## config.mk

```make
export PLATFORM = sky130hd
export DESIGN_NAME = io_isol_sequencer
export DESIGN_NICKNAME = d
export VERILOG_FILES = /design/src/rtl/io_isol_pkg.sv /design/src/rtl/sync_2ff.sv /design/src/rtl/io_isol_sequencer.sv
export SDC_FILE = /design/constraint.sdc
export NUM_CORES = 1
export LEC_CHECK = 0
export ABC_AREA = 1
export BUFFER_PORTS_ARGS = -buffer_cell sky130_fd_sc_hd__buf_4
export CAP_MARGIN = 15
export CORE_MARGIN = 5
export CORE_UTILIZATION = 40
export DETAILED_ROUTE_END_ITERATION = 6
export PLACE_DENSITY = 0.62
export REMOVE_ABC_BUFFERS = 1
export SYNTH_ARGS = -nofsm -noshare
export SYNTH_HDL_FRONTEND = slang
export SYNTH_SLANG_ARGS = --single-unit
```

## constraint.sdc

```tcl
create_clock -name clk -period 1.8 [get_ports clk]
set_clock_uncertainty 0.05 [all_clocks]
set_input_delay 0.09 -clock clk [delete_from_list [all_inputs] [get_ports clk]]
set_output_delay 0.09 -clock clk [all_outputs]
set_load 0.01 [all_outputs]
```

## src/rtl/io_isol_pkg.sv

```systemverilog
// rtl/io_isol_pkg.sv - shared types and widths for the I/O isolation sequencer
package io_isol_pkg;

  typedef enum logic [1:0] {
    ISOLATED = 2'd0,
    SETTLE   = 2'd1,
    RELEASE  = 2'd2,
    ACTIVE   = 2'd3
  } state_t;

  localparam int ABORT_CNT_W = 8;

endpackage

```

## src/rtl/sync_2ff.sv

```systemverilog
// rtl/sync_2ff.sv - two-flop synchronizer, asynchronous active-high reset to 0
module sync_2ff (
  input  logic clk,
  input  logic reset,
  input  logic d,
  output logic q
);

  logic meta;

  always_ff @(posedge clk or posedge reset) begin
    if (reset) begin
      meta <= 1'b0;
      q    <= 1'b0;
    end else begin
      meta <= d;
      q    <= meta;
    end
  end

endmodule

```

## src/rtl/io_isol_sequencer.sv

```systemverilog
// rtl/io_isol_sequencer.sv - holds I/O groups isolated until config settles,
// then releases them one by one; re-isolates all groups on loss of config or request
module io_isol_sequencer
  import io_isol_pkg::*;
#(
  parameter int NUM_GROUPS     = 4,
  parameter int SETTLE_CYCLES  = 16,
  parameter int STAGGER_CYCLES = 4,
  parameter int CNT_W          = 8
) (
  input  logic                   clk,
  input  logic                   reset,
  input  logic                   cfg_done,
  input  logic                   isol_req,
  output logic [NUM_GROUPS-1:0]  IO_ISOL_N,
  output logic                   io_ready,
  output logic                   seq_busy,
  output logic [ABORT_CNT_W-1:0] abort_cnt
);

  localparam int IDX_W        = (NUM_GROUPS > 1) ? $clog2(NUM_GROUPS) : 1;
  // A zero settle time still spends one cycle in SETTLE.
  localparam int SETTLE_LAST  = (SETTLE_CYCLES > 0) ? SETTLE_CYCLES - 1 : 0;
  localparam int STAGGER_LAST = (STAGGER_CYCLES > 0) ? STAGGER_CYCLES - 1 : 0;

  if (STAGGER_CYCLES < 1) begin : g_bad_stagger
    $error("io_isol_sequencer: STAGGER_CYCLES must be at least 1");
  end

  logic cfg_s, req_s, go;
  state_t state_q, state_d;
  logic [CNT_W-1:0] cnt_q, cnt_d;
  logic [IDX_W-1:0] idx_q, idx_d;
  logic [NUM_GROUPS-1:0] isol_d;
  logic [ABORT_CNT_W-1:0] abort_d;

  sync_2ff u_sync_cfg (.clk(clk), .reset(reset), .d(cfg_done), .q(cfg_s));
  sync_2ff u_sync_req (.clk(clk), .reset(reset), .d(isol_req), .q(req_s));

  assign go = cfg_s & ~req_s;

  always_ff @(posedge clk or posedge reset) begin
    if (reset) begin
      state_q   <= ISOLATED;
      cnt_q     <= '0;
      idx_q     <= '0;
      IO_ISOL_N <= '0;
      abort_cnt <= '0;
      io_ready  <= 1'b0;
      seq_busy  <= 1'b0;
    end else begin
      state_q   <= state_d;
      cnt_q     <= cnt_d;
      idx_q     <= idx_d;
      IO_ISOL_N <= isol_d;
      abort_cnt <= abort_d;
      io_ready  <= (state_d == ACTIVE);
      seq_busy  <= (state_d == SETTLE) || (state_d == RELEASE);
    end
  end

  always_comb begin
    state_d = state_q;
    cnt_d   = cnt_q;
    idx_d   = idx_q;
    isol_d  = IO_ISOL_N;
    abort_d = abort_cnt;

    case (state_q)
      ISOLATED: begin
        isol_d = '0;
        if (go) begin
          state_d = SETTLE;
          cnt_d   = '0;
        end
      end
      SETTLE: begin
        if (cnt_q == CNT_W'(SETTLE_LAST)) begin
          cnt_d     = '0;
          idx_d     = '0;
          isol_d    = '0;
          isol_d[0] = 1'b1;
          state_d   = (NUM_GROUPS == 1) ? ACTIVE : RELEASE;
        end else begin
          cnt_d = cnt_q + CNT_W'(1);
        end
      end
      RELEASE: begin
        if (cnt_q == CNT_W'(STAGGER_LAST)) begin
          cnt_d = '0;
          idx_d = idx_q + IDX_W'(1);
          for (int i = 1; i < NUM_GROUPS; i++) begin
            if (i == int'(idx_q) + 1) isol_d[i] = 1'b1;
          end
          if (int'(idx_q) + 2 == NUM_GROUPS) state_d = ACTIVE;
        end else begin
          cnt_d = cnt_q + CNT_W'(1);
        end
      end
      default: begin
        isol_d = '1;
      end
    endcase

    // Loss of go overrides any counting or release on the same edge.
    if ((state_q != ISOLATED) && !go) begin
      state_d = ISOLATED;
      cnt_d   = '0;
      idx_d   = '0;
      isol_d  = '0;
      if ((state_q != ACTIVE) && (abort_cnt != '1)) abort_d = abort_cnt + ABORT_CNT_W'(1);
    end
  end

endmodule

```

==> qor.yml, run 1 <==
status: "finished, final reports clean"
antenna_cells: 0
syn_avg_cell_area_um2: 8.18
yosysSeqAreaShare_pct: 44.7
firstDrtPassIters: 5
tightest_slew_ns: 0.405
ys_top_cells_by_count: "nand2_1, dfrtp_1, inv_1, nand3_1, nor2_1"
ys_warn_count: 0
cpMostUsedCell: "nand2_1"
cts_tree: "done"
powerDensity_nw_per_um2: 1160
critical_path.startpoint: "cnt_q[0]"
layout.nets: 250
drive_gt1_share_pct: 22.8
finalSetupViolations: 0
core_area_um2: 4030
netlist.area_leader.share_pct: 44.7
peakVddDrop_mv: 0.687
syn2layout_area_growth_pct: 22.7
yosysUniqueCellTypes: 26
h-tree-depth: 2
cp.arrival_ns: 1.82
fin_hold_ws_ns: 0.310
gp_congestion: 0.839
hp-start: "u_sync_cfg.meta"
endpoint_kind: "register"
finalCritPeriodShare_pct: 94.2
synth_edf_count: 0
grt_max_degree: 31
start_util_pct: 41.6
vias: 1377
antenna_left: 0
die_area_um2: 5590
drt-vias-per-instance: 4.80
setup_tns_ns: 0
clock_sinks: 30
cts_root_buffer: "clkbuf_8"
worstSetupPathType: "register to register"
syn_inst: 205
seqCellArea_um2: 751
netlist_area_um2: 1680
detail_route.wl_per_cell_um: 11.2
slowest_stage: "dfrtp_1"
insertion_delay_ns: 0.28
multiInputGateArea_um2: 847
path_delay_family: "adder cells"
place_hpwl_mm: 2.31
maxCapViolCount: 0
routed_wl_mm: 3.23
worstReg2RegStart: "cnt_q[0]"
place_ws_ns: 0.0215
ios: 18
crit_path_start_kind: "register"
synth_area_leader_cell: "dfrtp_1"
worst-path-buf-inv: 0
worstPathRequired_ns: 1.92
cts_inserted_buffers: 5
rsz0062_at_grt: "no"
fill_cells: 399
grt_overflow: 0
leakage_nw: 0.979
cpPeakStageDelay_ns: 0.38
drcViolationCount: 0
async_flop_share_pct: 100
grt_pass1_vias: 1322
port_buffers: 17
clockBufferDepth: 2
min_period_ns: 1.70
grt_antenna_before_repair: 0
grt_pass1_wl_mm: 5.83
hold_viol_final: 0
hold_class: "register to register"
drt_iter0_drc: 91
grtUsageTotal_pct: 13.5
die_w_um: 74.8
synthTopCellsByArea: "dfrtp_1, nand2_1, ha_1"
fmax_ghz: 0.590
worstPathCellList: "ha_2 -> nand2_1 -> nor2_2 -> nand3_1 -> o21ai_1 -> nand2_1 -> a21oi_2 -> ha_1"
synthFlopType: "dfrtp_1"
die_h_um: 74.8
yosysMostFrequentCell: "nand2_1"
row_count: 23
slew_headroom_pct: 72.8
crit_fanout: 4
fin_ws_ns: 0.104
drv_slew: 0
clk_pin_slew_ns: 0.07
ys_ff_latch: 30
==> per-stage QoR <==
stage / std cells / util, % / cell area (um2) / total power, W
after detailed placement: 275 / 46.7 / 1880 / 0.00170
after CTS: 286 / 50.3 / 2030 / 0.00239
after global placement: 275 / 46.7 / 1880 / 0.00169
after floorplan: 203 / - / 1660 / 0.00141
after global routing: 287 / 51.1 / 2060 / 0.00255
final: 287 / 51.1 / 2060 / 0.00239
==> routing by layer <==
layer / part of all wire (%) / track usage [%] / up-vias
li1: - / - / 716
met1: 49 / 18.2 / 622
met2: 44 / 20.9 / 30
met3: 5.0 / 3.07 / 9
met4: 1.8 / 5.53 / 0
met5: 0 / 0 / -
==> timing repair <==
action                     4_1_cts  5_1_grt
gates resized for setup          0        8
buffers inserted                 0        1
setup endpoints to repair        0       14
hold buffers                     3        0
hold endpoints to repair        32        0
==> final timing paths <==
kind,to,slack (ns),depth (start not counted)
max,seq_busy,0.10,8
min,u_sync_cfg.q,0.31,0
max reg2reg,seq_busy,0.10,8
min reg2reg,u_sync_cfg.q,0.31,0
max in group asynchronous,abort_cnt[6],1.04,4
min in group asynchronous,cnt_q[1],0.39,4
==> power by group <==
group	internal [W]	switching [W]	total [W]	leakage (nW)
registers	0.000781	0.0000985	0.000880	0.399
clock network	0.000411	0.000267	0.000679	0.0504
logic	0.000334	0.000494	0.000828	0.529
total	0.00153	0.000859	0.00239	0.979
==> state kept, by name, summed over array words and instances, names as in the netlist <==
register / count
u_sync_req.q: 1
u_sync_cfg.meta: 1
seq_busy: 1
u_sync_req.meta: 1
state_q: 2
IO_ISOL_N: 4
abort_cnt: 8
u_sync_cfg.q: 1
idx_q: 2
cnt_q: 8
io_ready: 1
==> placed cells by master, fill, tap and decap left out, types with 2 or more instances in the layout <==
cell type / n
nand4_1: 4
nor3_2: 2
inv_2: 3
nor3_1: 2
o21ai_0: 8
dlygate4sd3_1: 3
nand2_2: 5
nor2_4: 2
nand3_2: 2
clkbuf_8: 5
nand2_1: 57
dfrtp_1: 30
nor2_1: 15
clkinvlp_4: 2
nand2_4: 2
xnor2_1: 4
a21oi_1: 6
or2_1: 3
ha_2: 2
nor2_2: 2
buf_4: 23
o21ai_1: 2
ha_1: 8
a21oi_2: 2
inv_1: 19
nand3_1: 17
==> cell families after synthesis <==
logic type | after synthesis | share of synthesized area (%)
simple gates | 116 | 32.6
xor+xnor | 5 | 2.61
flops | 30 | 44.7
fa+ha+maj | 10 | 7.46
compound gates | 20 | 6.34
buf+inv | 24 | 6.26
==> final cells by class <==
class                           instances  area share [%]
Sequential cell                        30            36.5
Timing Repair Buffer                   26            9.84
Inverter                               22            4.01
Tap cell                               50            3.04
Clock inverter                          3            2.19
Clock buffer                            5            3.34
Multi-Input combinational cell        151            41.1
No activity file was read; power rests on OpenSTA's default activity.
==> run 2, diff against run 1 <==
CORE_ASPECT_RATIO = 1.4   (was not set)
==> run 2 against run 1 <==
Effect of this change: non-clock buffer count is 4 higher; sequential share of layout area is 0.63 points lower; worst hold slack worse by 0.012 ns; via count is 3.1% higher; fmax is 2.4% lower; final area is 1.8% higher; critical endpoint unchanged.
==> qor.yml, run 2 (synthesis gave the netlist of run 1 again) <==
status: "finished, final reports clean"
leakage_nw: 1.01
grt_pass1_vias: 1437
clockBufferDepth: 2
layout_commonest_cell: "nand2_1"
min_period_ns: 1.74
core_area_um2: 4130
finalSetupViolations: 0
ios: 18
cts_inserted_buffers: 5
layout_common_cells: "nand2_1, dfrtp_1, buf_4, inv_1, nand3_1"
h-tree-depth: 2
antenna_cells: 0
drv_slew: 0
r2r-end: "seq_busy"
syn2layout_area_growth_pct: 24.9
worstReg2RegStart: "cnt_q[0]"
timing.reg2reg.setup_slack_ns: 0.06
fmax_ghz: 0.575
start_util_pct: 40.6
grtUsageTotal_pct: 14.4
cts_tree: "done"
holdPathStages: 0
fill_cells: 419
met1_usage_pct: 16.6
top_usage_layer: "met2"
antenna_left: 0
grt_pass1_wl_mm: 6.33
cts_root_buffer: "clkbuf_8"
worstSetupPathType: "register to register"
detail_route.wl_per_cell_um: 11.8
layout.nets: 254
fin_ws_ns: 0.0623
drive_gt1_share_pct: 24.5
place_ws_ns: 0.0223
use_met3_pct: 3.24
drt_iter0_drc: 5
gp_congestion: 0.831
endpoint_kind: "register"
die_area_um2: 5610
die_h_um: 86.6
worstRegToRegCells: 8
slew_headroom_pct: 71.9
cp.arrival_ns: 1.85
worstPathRequired_ns: 1.91
clk_pin_slew_ns: 0.07
tightest_slew_ns: 0.419
vias: 1419
drcViolationCount: 0
hold_viol_final: 0
port_buffers: 17
clock_sinks: 30
use_met2_pct: 25.0
hold_class: "register to register"
place_hpwl_mm: 2.45
maxCapViolCount: 0
insertion_delay_ns: 0.29
instances_no_fill: 286
finalCritPeriodShare_pct: 96.5
grt_antenna_before_repair: 0
largest_registers: "abort_cnt (8), cnt_q (8), IO_ISOL_N (4)"
dp.cells: 274
hold_path_end: "u_sync_req.q"
grt_max_degree: 31
routed_wl_mm: 3.38
peakVddDrop_mv: 0.795
crit_fanout: 3
crit_path_start_kind: "register"
row_count: 28
hp-start: "u_sync_req.meta"
powerDensity_nw_per_um2: 1140
die_w_um: 64.7
grt_overflow: 0
firstDrtPassIters: 4
drt-vias-per-instance: 4.96
==> run 2: changes by cell type in the layout (fill, tap and decap cells not counted), moves of 2 or more <==
cell	before	now
buf_4	23	27
nand2_4	2	4
clkinvlp_4	2	0
clkbuf_8	5	8
==> run 2: metal layers <==
layer	part of all wire (%)	vias up
li1	-	724
met1	42	671
met2	53	18
met3	2.8	6
met4	2.2	0
met5	0	-
==> run 2: critical path, stage by stage, from the launching register on <==
cell	delay, ns
dfrtp_1	0.38
ha_2	0.22
nand2_2	0.08
nor2_4	0.14
nand3_2	0.11
o21ai_0	0.17
nand2_1	0.08
a21oi_2	0.15
ha_1	0.24
==> run 2: cell type report <==
class	count	area (um2)	area share (%)
Clock buffer	8	110	5.25
Inverter	22	82.6	3.94
Multi-Input combinational cell	151	863	41.2
Sequential cell	30	751	35.8
Tap cell	45	56.3	2.69
Timing Repair Buffer	30	233	11.1
==> run 2: where the power goes <==
part           internal [W]  total, W  leakage, nW  switching, W
registers          0.000782  0.000875        0.399     0.0000940
logic              0.000368  0.000882        0.552      0.000514
clock network      0.000386  0.000641       0.0575      0.000256
total               0.00153   0.00240         1.01      0.000863
==> run 2: repair_timing <==
| item | in CTS | in global routing |
|---|---|---|
| endpoints found under the hold margin | 32 | 0 |
| hold buffers | 3 | 0 |
| gates resized for setup | 0 | 11 |
| setup endpoints to repair | 0 | 13 |
| buffers inserted | 0 | 1 |
==> run 2: worst max-delay path by stage <==
stage                        start       end  slack (ns)  cells past startpoint
after CTS                 cnt_q[0]  seq_busy       0.002                      8
after detailed placement  cnt_q[0]  seq_busy        0.02                      8
final                     cnt_q[0]  seq_busy        0.06                      8
after global placement    cnt_q[0]  seq_busy        0.09                      8
after floorplan           cnt_q[0]  seq_busy        0.20                      9
after global routing      cnt_q[0]  seq_busy       -0.01                      9
==> run 2: per-stage QoR <==
step,setup TNS [ns],total power (W),hold slack [ns],utilization [%],instance area (um2)
2_1_floorplan,0,0.00141,0.0714,-,1660
3_3_place_gp,0,0.00173,0.144,46.1,1910
3_5_place_dp,0,0.00175,0.150,46.1,1910
4_1_cts,0,0.00241,0.301,49.5,2050
5_1_grt,-0.0135,0.00260,0.307,50.7,2100
6_report,0,0.00240,0.298,50.7,2100
